File: config.mk
export PLATFORM = sky130hd
export DESIGN_NAME = fp_cvt_dw_wb_flat
export DESIGN_NICKNAME = d
export VERILOG_FILES = /design/src/rtl/fp_cvt_dw_wb_if.sv /design/src/rtl/fp_cvt_dw_wb.sv /design/src/flat_wrapper.sv
export SDC_FILE = /design/constraint.sdc
export NUM_CORES = 1
export LEC_CHECK = 0
export CAP_MARGIN = 30
export CELL_PAD_IN_SITES_DETAIL_PLACEMENT = 0
export CELL_PAD_IN_SITES_GLOBAL_PLACEMENT = 2
export CORE_AREA = 5 5 148 150
export DETAILED_ROUTE_END_ITERATION = 10
export DIE_AREA = 0 0 153 155
export PLACE_DENSITY = 0.94
export SETUP_SLACK_MARGIN = 0.2
export SYNTH_ARGS = -nofsm -noshare
export SYNTH_HDL_FRONTEND = slang
export SYNTH_SLANG_ARGS = --single-unit
File: constraint.sdc
create_clock -name clk -period 8.85 [get_ports clk]
set_input_delay 2.2125 -clock clk [delete_from_list [all_inputs] [get_ports clk]]
set_output_delay 2.2125 -clock clk [all_outputs]
set_load 0.1 [all_outputs]
File: src/rtl/fp_cvt_dw_wb_if.sv
// Handshake bundle between the double-to-word converter, the writeback stage
// and the integer register-file write port.
interface fp_cvt_dw_wb_if #(
    parameter int XLEN = 64,
    parameter int RD_W = 5
);
    logic            in_valid;
    logic            in_ready;
    logic [63:0]     in_d;
    logic            in_signed;
    logic [31:0]     in_w;
    logic [RD_W-1:0] in_rd;
    logic            out_valid;
    logic            out_ready;
    logic [XLEN-1:0] out_data;
    logic [RD_W-1:0] out_rd;
    logic [4:0]      out_fflags;
    logic [4:0]      fflags_acc;
    logic            fflags_clr;

    modport master (
        output in_valid, in_d, in_signed, in_w, in_rd, out_ready, fflags_clr,
        input  in_ready, out_valid, out_data, out_rd, out_fflags, fflags_acc
    );

    modport slave (
        input  in_valid, in_d, in_signed, in_w, in_rd, out_ready, fflags_clr,
        output in_ready, out_valid, out_data, out_rd, out_fflags, fflags_acc
    );
endinterface

File: src/rtl/fp_cvt_dw_wb.sv
// FCVT.W[U].D writeback: NV/NX flag derivation, sign extension, 2-entry
// output FIFO and sticky fflags accumulation.
module fp_cvt_dw_wb #(
    parameter int XLEN = 64,
    parameter int RD_W = 5
) (
    input logic           clk,
    input logic           rst,
    fp_cvt_dw_wb_if.slave bus
);
    typedef struct packed {
        logic [XLEN-1:0] data;
        logic [RD_W-1:0] rd;
        logic [4:0]      flags;
    } entry_t;

    logic              w_s;
    logic [10:0]       w_e;
    logic [51:0]       w_m;
    logic signed [12:0] w_ue;
    logic              w_nan_inf;
    logic              w_min_int;
    logic              w_nv_s;
    logic              w_nv_u;
    logic              w_nv;
    logic              w_nx;
    logic [51:0]       w_frac;
    entry_t            w_new;

    entry_t      r_head, r_tail;
    logic [1:0]  r_count;
    logic [4:0]  r_acc;
    entry_t      w_head_next, w_tail_next;
    logic [1:0]  w_count_next;
    logic [4:0]  w_acc_next;
    logic        w_push, w_pop, w_in_ready, w_out_valid;

    assign w_s  = bus.in_d[63];
    assign w_e  = bus.in_d[62:52];
    assign w_m  = bus.in_d[51:0];
    assign w_ue = $signed({2'b00, w_e}) - 13'sd1023;

    assign w_nan_inf = &w_e;
    // -2^31 is the only |x| >= 2^31 value that fits a signed word
    assign w_min_int = w_s && (w_e == 11'd1054) && (w_m == 52'd0);
    assign w_nv_s    = (w_ue >= 13'sd31) && !w_min_int;
    assign w_nv_u    = (!w_s && (w_ue >= 13'sd32)) || (w_s && (w_ue >= 13'sd0));
    assign w_nv      = w_nan_inf || (bus.in_signed ? w_nv_s : w_nv_u);

    // Shifting out the integer bits leaves only the fractional part of m
    assign w_frac = w_m << w_ue[5:0];

    always_comb begin
        w_nx = 1'b0;
        if (!w_nv) begin
            if (w_ue < 13'sd0)
                w_nx = |{w_e, w_m};
            else if (w_ue < 13'sd52)
                w_nx = |w_frac;
        end
    end

    assign w_new.data  = XLEN'($signed(bus.in_w));
    assign w_new.rd    = bus.in_rd;
    assign w_new.flags = {w_nv, 3'b000, w_nx};

    assign w_in_ready  = (r_count < 2'd2);
    assign w_out_valid = (r_count != 2'd0);
    assign w_push      = bus.in_valid && w_in_ready;
    assign w_pop       = w_out_valid && bus.out_ready;

    always_comb begin
        w_head_next  = r_head;
        w_tail_next  = r_tail;
        w_count_next = r_count + {1'b0, w_push} - {1'b0, w_pop};
        if (w_push && ((r_count == 2'd0) || ((r_count == 2'd1) && w_pop)))
            w_head_next = w_new;
        if (w_push && (r_count == 2'd1) && !w_pop)
            w_tail_next = w_new;
        if (w_pop && (r_count == 2'd2))
            w_head_next = r_tail;
        w_acc_next = (bus.fflags_clr ? 5'd0 : r_acc) | (w_pop ? r_head.flags : 5'd0);
    end

    always_ff @(posedge clk) begin
        if (rst) begin
            r_head  <= '0;
            r_tail  <= '0;
            r_count <= 2'd0;
            r_acc   <= 5'd0;
        end else begin
            r_head  <= w_head_next;
            r_tail  <= w_tail_next;
            r_count <= w_count_next;
            r_acc   <= w_acc_next;
        end
    end

    assign bus.in_ready   = w_in_ready;
    assign bus.out_valid  = w_out_valid;
    assign bus.out_data   = r_head.data;
    assign bus.out_rd     = r_head.rd;
    assign bus.out_fflags = r_head.flags;
    assign bus.fflags_acc = r_acc;
endmodule

File: src/flat_wrapper.sv
// flat-port wrapper written by rule: the top's interface ports become plain ports
module fp_cvt_dw_wb_flat 
#(
    parameter int XLEN = 64,
    parameter int RD_W = 5
)
  (clk, rst, bus_in_valid, bus_in_d, bus_in_signed, bus_in_w, bus_in_rd, bus_out_ready, bus_fflags_clr, bus_in_ready, bus_out_valid, bus_out_data, bus_out_rd, bus_out_fflags, bus_fflags_acc);
  fp_cvt_dw_wb_if #(.XLEN(XLEN), .RD_W(RD_W)) bus_i ();
  input logic clk;
  input logic rst;
  input wire logic [$bits(bus_i.in_valid)-1:0] bus_in_valid;
  input wire logic [$bits(bus_i.in_d)-1:0] bus_in_d;
  input wire logic [$bits(bus_i.in_signed)-1:0] bus_in_signed;
  input wire logic [$bits(bus_i.in_w)-1:0] bus_in_w;
  input wire logic [$bits(bus_i.in_rd)-1:0] bus_in_rd;
  input wire logic [$bits(bus_i.out_ready)-1:0] bus_out_ready;
  input wire logic [$bits(bus_i.fflags_clr)-1:0] bus_fflags_clr;
  output wire logic [$bits(bus_i.in_ready)-1:0] bus_in_ready;
  output wire logic [$bits(bus_i.out_valid)-1:0] bus_out_valid;
  output wire logic [$bits(bus_i.out_data)-1:0] bus_out_data;
  output wire logic [$bits(bus_i.out_rd)-1:0] bus_out_rd;
  output wire logic [$bits(bus_i.out_fflags)-1:0] bus_out_fflags;
  output wire logic [$bits(bus_i.fflags_acc)-1:0] bus_fflags_acc;
  assign bus_i.in_valid = bus_in_valid;
  assign bus_i.in_d = bus_in_d;
  assign bus_i.in_signed = bus_in_signed;
  assign bus_i.in_w = bus_in_w;
  assign bus_i.in_rd = bus_in_rd;
  assign bus_i.out_ready = bus_out_ready;
  assign bus_i.fflags_clr = bus_fflags_clr;
  assign bus_in_ready = bus_i.in_ready;
  assign bus_out_valid = bus_i.out_valid;
  assign bus_out_data = bus_i.out_data;
  assign bus_out_rd = bus_i.out_rd;
  assign bus_out_fflags = bus_i.out_fflags;
  assign bus_fflags_acc = bus_i.fflags_acc;
  fp_cvt_dw_wb #(.XLEN(XLEN), .RD_W(RD_W)) u_core (.clk(clk), .rst(rst), .bus(bus_i));
endmodule
Word-level counts from Yosys, hierarchy flattened
Cells that the tools add are included.

Add/sub/neg operators: 3. Multipliers: 0. Div/mod/pow operators: 0. Order comparisons: 6. Equality and inequality tests: 3. Shift-type cells: 1. Multiplexer cells: 8. Bitwise operators: 1. Reductions and logical operators: 25.

Operator list (number): two-way mux 74 bit (2); OR reduction 63 bit (1); zero test 52 bit (1); OR reduction 52 bit (1); left shift 52 x 6 -> 52 bit (1); greater-or-equal comparator 13 x 1 -> 1 bit, second input constant (1); greater-or-equal comparator 13 x 6 -> 1 bit, second input constant (1); greater-or-equal comparator 13 x 7 -> 1 bit, second input constant (1); < comparator 13 x 1 -> 1 bit, second input constant (1); < comparator 13 x 7 -> 1 bit, second input constant (1); logical AND 1 bit (12); subtractor 11 x 10 -> 12 bit, second input constant (1); equality test 11 bit, second input constant (1); AND reduction 11 bit (1); two-way mux 5 bit (2); bitwise OR 5 bit (1); two-way mux 1 bit (4); nonzero test 2 bit (2); zero test 1 bit (3); logical OR 1 bit (3); adder 2 x 1 -> 2 bit (1); equality test 2 x 1 -> 1 bit, second input constant (1); equality test 2 bit, second input constant (1); zero test 2 bit (1); 2 further kinds (2).

Bits in registers: 120. Latch bits: 0. Memory bits (writable): 0. Memory bits (read-only): 0. Bits of input ports: 107. Output and inout port bits: 81. Word-level logic and storage cells: 55. Memories: 0.

Longest topological paths before layout
Word-level depth: 10. Gate-level depth with buffers: 15. Depth with buffers taken out: 11.

Least setup slack after synthesis
No wires, ideal clock.

Path kind: input -> register. From: in bus_in_d[52]. To: reg u_core.r_tail[0] in the netlist's numbering. Setup time: 0.142 ns. Arrival time: 4.606 ns. Data required time: 8.708 ns. Setup slack: 4.102 ns. Cell stages on the path: 12. Path buffers: 4. Cells stage by stage: buf_6 buf_8 inv_2 ha_1 buf_4 buf_2 mux4_2 mux4_2 a311oi_1 o22ai_1 o21ai_1 a311oi_1.

Cells in the longest elaborated chain, start to end: 8. Elaborated cells between the ends (all ways): 23. Classes of those cells: add/sub: 1; order compare: 5; eq/ne: 1; shift: 1; mux: 4; reduce/logical: 11.

Ends and longest elaborated chain: from (decl) (RTL line flat_wrapper.sv:12) `input wire logic [$bits(bus_i.in_d)-1:0] bus_in_d;`; parallel branches: the longest is 7 deep, another holds subtractor 11 x 10 -> 12 bit; two-way mux 1 bit (*) (RTL line fp_cvt_dw_wb.sv:55) `if (!w_nv) begin`; to (signal assigned) (RTL line fp_cvt_dw_wb.sv:93) `r_tail <= w_tail_next;`; to (decl) (RTL line fp_cvt_dw_wb.sv:30) `entry_t r_head, r_tail;`.

Every way passes the cells marked *. A chain may end at the register's enable or synchronous reset.

Worst setup path in the final report
From: in bus_in_d[53]. To: reg u_core.r_tail[0] in the netlist's numbering.

Same word-level chain as after synthesis.

==> qor.yml <==
status:
  outcome: "finished clean"
clocking:
  clock_sinks: 82
  cts_buffers: 9
  path_clk_slew_ns: 0.06
  clk_latency_ns: 0.33
  h-tree-depth: 3
  cts_root_buffer: "clkbuf_16"
  post_cts_buffers: 0
  cts_max_path_buffers: 2
  cts_tree: "built"
  post_cts_resized: 0
  hold_buffers: 0
worst_setup_path:
  required_ns: 9.02
  reg2reg_from: "u_core.r_count[1]$_SDFF_PP0_"
  ff2ff_setup_slack_ns: 6.70
  start_kind: "input pin"
  r2r_end: "u_core.bus.out_data[10]$_SDFFE_PP0P_"
  worst_r2r_path_depth: 7
  path_class: "in -> reg"
  cp-end-kind: "register"
  crit_arrival_ns: 5.43
  worstPathMaxFanout: 10
floorplanning:
  io_pins: 188
  die_height_um: 155
  die_area_mm2: 0.0237
  row_count: 53
  core_mm2: 0.0206
  start_util: 0.274
  die_x_um: 153
timing:
  relSlewSlack: 0.319
  fin_skew_ns: 0.00514
  setup_viol_count_final: 0
  fin_crit_ns: 5.26
  finalHoldViolCount: 0
  rsz0062_at_grt: "no"
  slew_violations: 0
  setup_tns_ns: 0
  finalCritPeriodShare: 0.595
  tightest_slew_ns: 1.02
  fmax_ghz: 0.190
global_route:
  gr-usage-all-layers: 0.145
  antenna_found_initial: 1
  grt_max_degree: 85
  overflow: 0
  grt_pass1_wl_mm: 29.1
  grt_pass1_vias: 5407
route:
  vias: 5792
  wl_met2_mm: 7.97
  wirelength_mm: 18.1
  highest_layer: "met5"
  wire_per_inst_um: 16.2
  met1Wirelength_mm: 8.50
  drtPass1Iterations: 5
  ant_nets: 0
  viasPerCell: 5.18
  drt_iter0_drc: 355
  met3_length_mm: 1.36
  drc: 0
synth:
  yosysWarnings: 0
  yosys-top-cells-count: "nand2_1, dfxtp_1, nor2_1"
  synth_area_mm2: 0.00564
  avgSynthCellArea_um2: 7.84
  ys_async_sr_fraction: 0
  ys_seq_elements: 82
  synth-edff-count: 0
  syn_inst: 719
  ys_types: 75
  netlist.area_leader.share: 0.291
  ys.flop_type: "dfxtp_1"
  post-synth-top-area-cell: "dfxtp_1"
  synth.most_common_cell: "nand2_1"
  yosysSeqAreaShare: 0.291
  synth.area.top_cells: "dfxtp_1, buf_4, nand2_1"
final_layout:
  finalNonFillerCells: 1118
  nets: 950
  drive_gt1_frac: 0.0807
  diodes: 0
  final_util: 0.374
  fillCellCount: 2133
  final-seq-area_mm2: 0.00164
  syn_to_final_growth_pct: 36.3
  multiInputGateArea_mm2: 0.00339
power_and_ir_drop:
  irDropWorstVdd_mv: 0.0918
  p_leak_nw: 2.61
  power_density_mw_per_mm2: 284
  power_mw: 2.18
worst_hold_path:
  hold_path_depth: 2
  hold_path_class: "reg -> reg"
  min_to: "u_core.r_tail[11]$_SDFFE_PP0P_"
  hold_start: "u_core.r_tail[11]$_SDFFE_PP0P_"
run:
  maxCapViolations: 0
placed_design:
  portBuffers: 181
  hpwl_mm: 13.1
  routabilityCongestion: 0.885
  dp.cells: 1102
-- worst max-delay path, stage by stage --
cell	delay [ns]
clkdlybuf4s50_1	0.62
ha_1	0.50
xor2_2	0.45
nand3_1	0.12
a2111oi_0	0.62
o211ai_1	0.23
a311oi_1	0.30
o22ai_1	0.15
o21ai_1	0.12
a311oi_1	0.10
-- through the flow --
stage	hold slack, ns	worst slack [ns]	cell area, µm²
floorplan	0.436	4.10	5650
global placement	0.441	3.35	7290
detailed placement	0.446	3.27	7350
CTS	0.455	3.62	7680
global route	0.477	3.21	7680
finish	0.455	3.59	7680
-- placed cells by master, fill, tap and decap left out, types with 4 or more instances in the layout --
| cell | Yosys | layout |
|---|---|---|
| nor2_1 | 80 | 80 |
| o211ai_1 | 6 | 6 |
| xor2_1 | 4 | 4 |
| nand2_1 | 84 | 84 |
| mux4_2 | 13 | 13 |
| conb_1 | 1 | 6 |
| nor2b_1 | 16 | 16 |
| a31oi_1 | 5 | 5 |
| or3_1 | 4 | 4 |
| nor3_1 | 62 | 62 |
| a2111oi_0 | 9 | 9 |
| xnor2_1 | 5 | 5 |
| buf_4 | 43 | 11 |
| ha_1 | 5 | 5 |
| a211oi_1 | 15 | 15 |
| a21oi_1 | 60 | 60 |
| and3_1 | 4 | 4 |
| nand4_1 | 6 | 6 |
| o21ai_1 | 6 | 6 |
| nor4_1 | 12 | 12 |
| and2_1 | 4 | 4 |
| clkdlybuf4s50_1 | 0 | 179 |
| nand3_1 | 14 | 14 |
| clkbuf_16 | 0 | 9 |
| inv_1 | 8 | 8 |
| dfxtp_1 | 82 | 82 |
| mux2i_1 | 14 | 14 |
| a22oi_1 | 5 | 5 |
| o22ai_1 | 38 | 38 |
-- metal layers --
| layer | track usage | up-vias |
|---|---|---|
| met3 | 0.0331 | 19 |
| met5 | 0 | - |
| met2 | 0.230 | 243 |
| li1 | - | 2839 |
| met1 | 0.202 | 2689 |
| met4 | 0.0356 | 2 |
-- cell type report --
cell class / instances / share of cell area
repair buffers: 194 / 0.252
flip-flops and latches: 82 / 0.214
inverters: 10 / 0.00489
clock buffers: 9 / 0.0293
multi-input cells: 541 / 0.441
well taps: 275 / 0.0448
clock inverters: 7 / 0.0137
-- flip-flops by register name (all words and copies together), names as in the netlist --
register and flops:
u_core.r_count 2, u_core.bus.out_fflags 2, u_core.bus.out_rd 5, u_core.r_tail 39, u_core.bus.fflags_acc 2, u_core.bus.out_data 32
-- power by group --
part | internal (mW) | switching [mW]
sequential | 0.434 | 0.0410
clock | 0.252 | 0.161
combinational | 0.333 | 0.958
total | 1.02 | 1.16
-- how the worst max path moves through the flow --
stage	start	to	cells after the start	slack (ns)
global route	bus_in_d[53]	u_core.r_tail[0]$_SDFFE_PP0P_	10	3.21
floorplan	bus_in_d[52]	u_core.r_tail[0]$_SDFFE_PP0P_	12	4.10
global placement	bus_in_d[54]	u_core.r_tail[0]$_SDFFE_PP0P_	10	3.35
detailed placement	bus_in_d[53]	u_core.r_tail[0]$_SDFFE_PP0P_	11	3.27
CTS	bus_in_d[53]	u_core.r_tail[0]$_SDFFE_PP0P_	11	3.62
finish	bus_in_d[53]	u_core.r_tail[0]$_SDFFE_PP0P_	10	3.59
-- kinds of logic (layout without fill, tap and decap cells) --
| kind of cell | Yosys count | after routing | synth area share |
|---|---|---|---|
| AO/OA/AOI/OAI | 181 | 181 | 0.219 |
| multiplexers | 32 | 32 | 0.0875 |
| flip-flops | 82 | 82 | 0.291 |
| AND/OR/NAND/NOR | 305 | 305 | 0.258 |
| XOR/XNOR | 12 | 12 | 0.0226 |
| other | 1 | 6 | 0.000665 |
| adder cells (fa/ha/maj) | 5 | 5 | 0.0111 |
| buffers and inverters | 101 | 220 | 0.110 |
No activity file was read; power rests on OpenSTA's default activity.
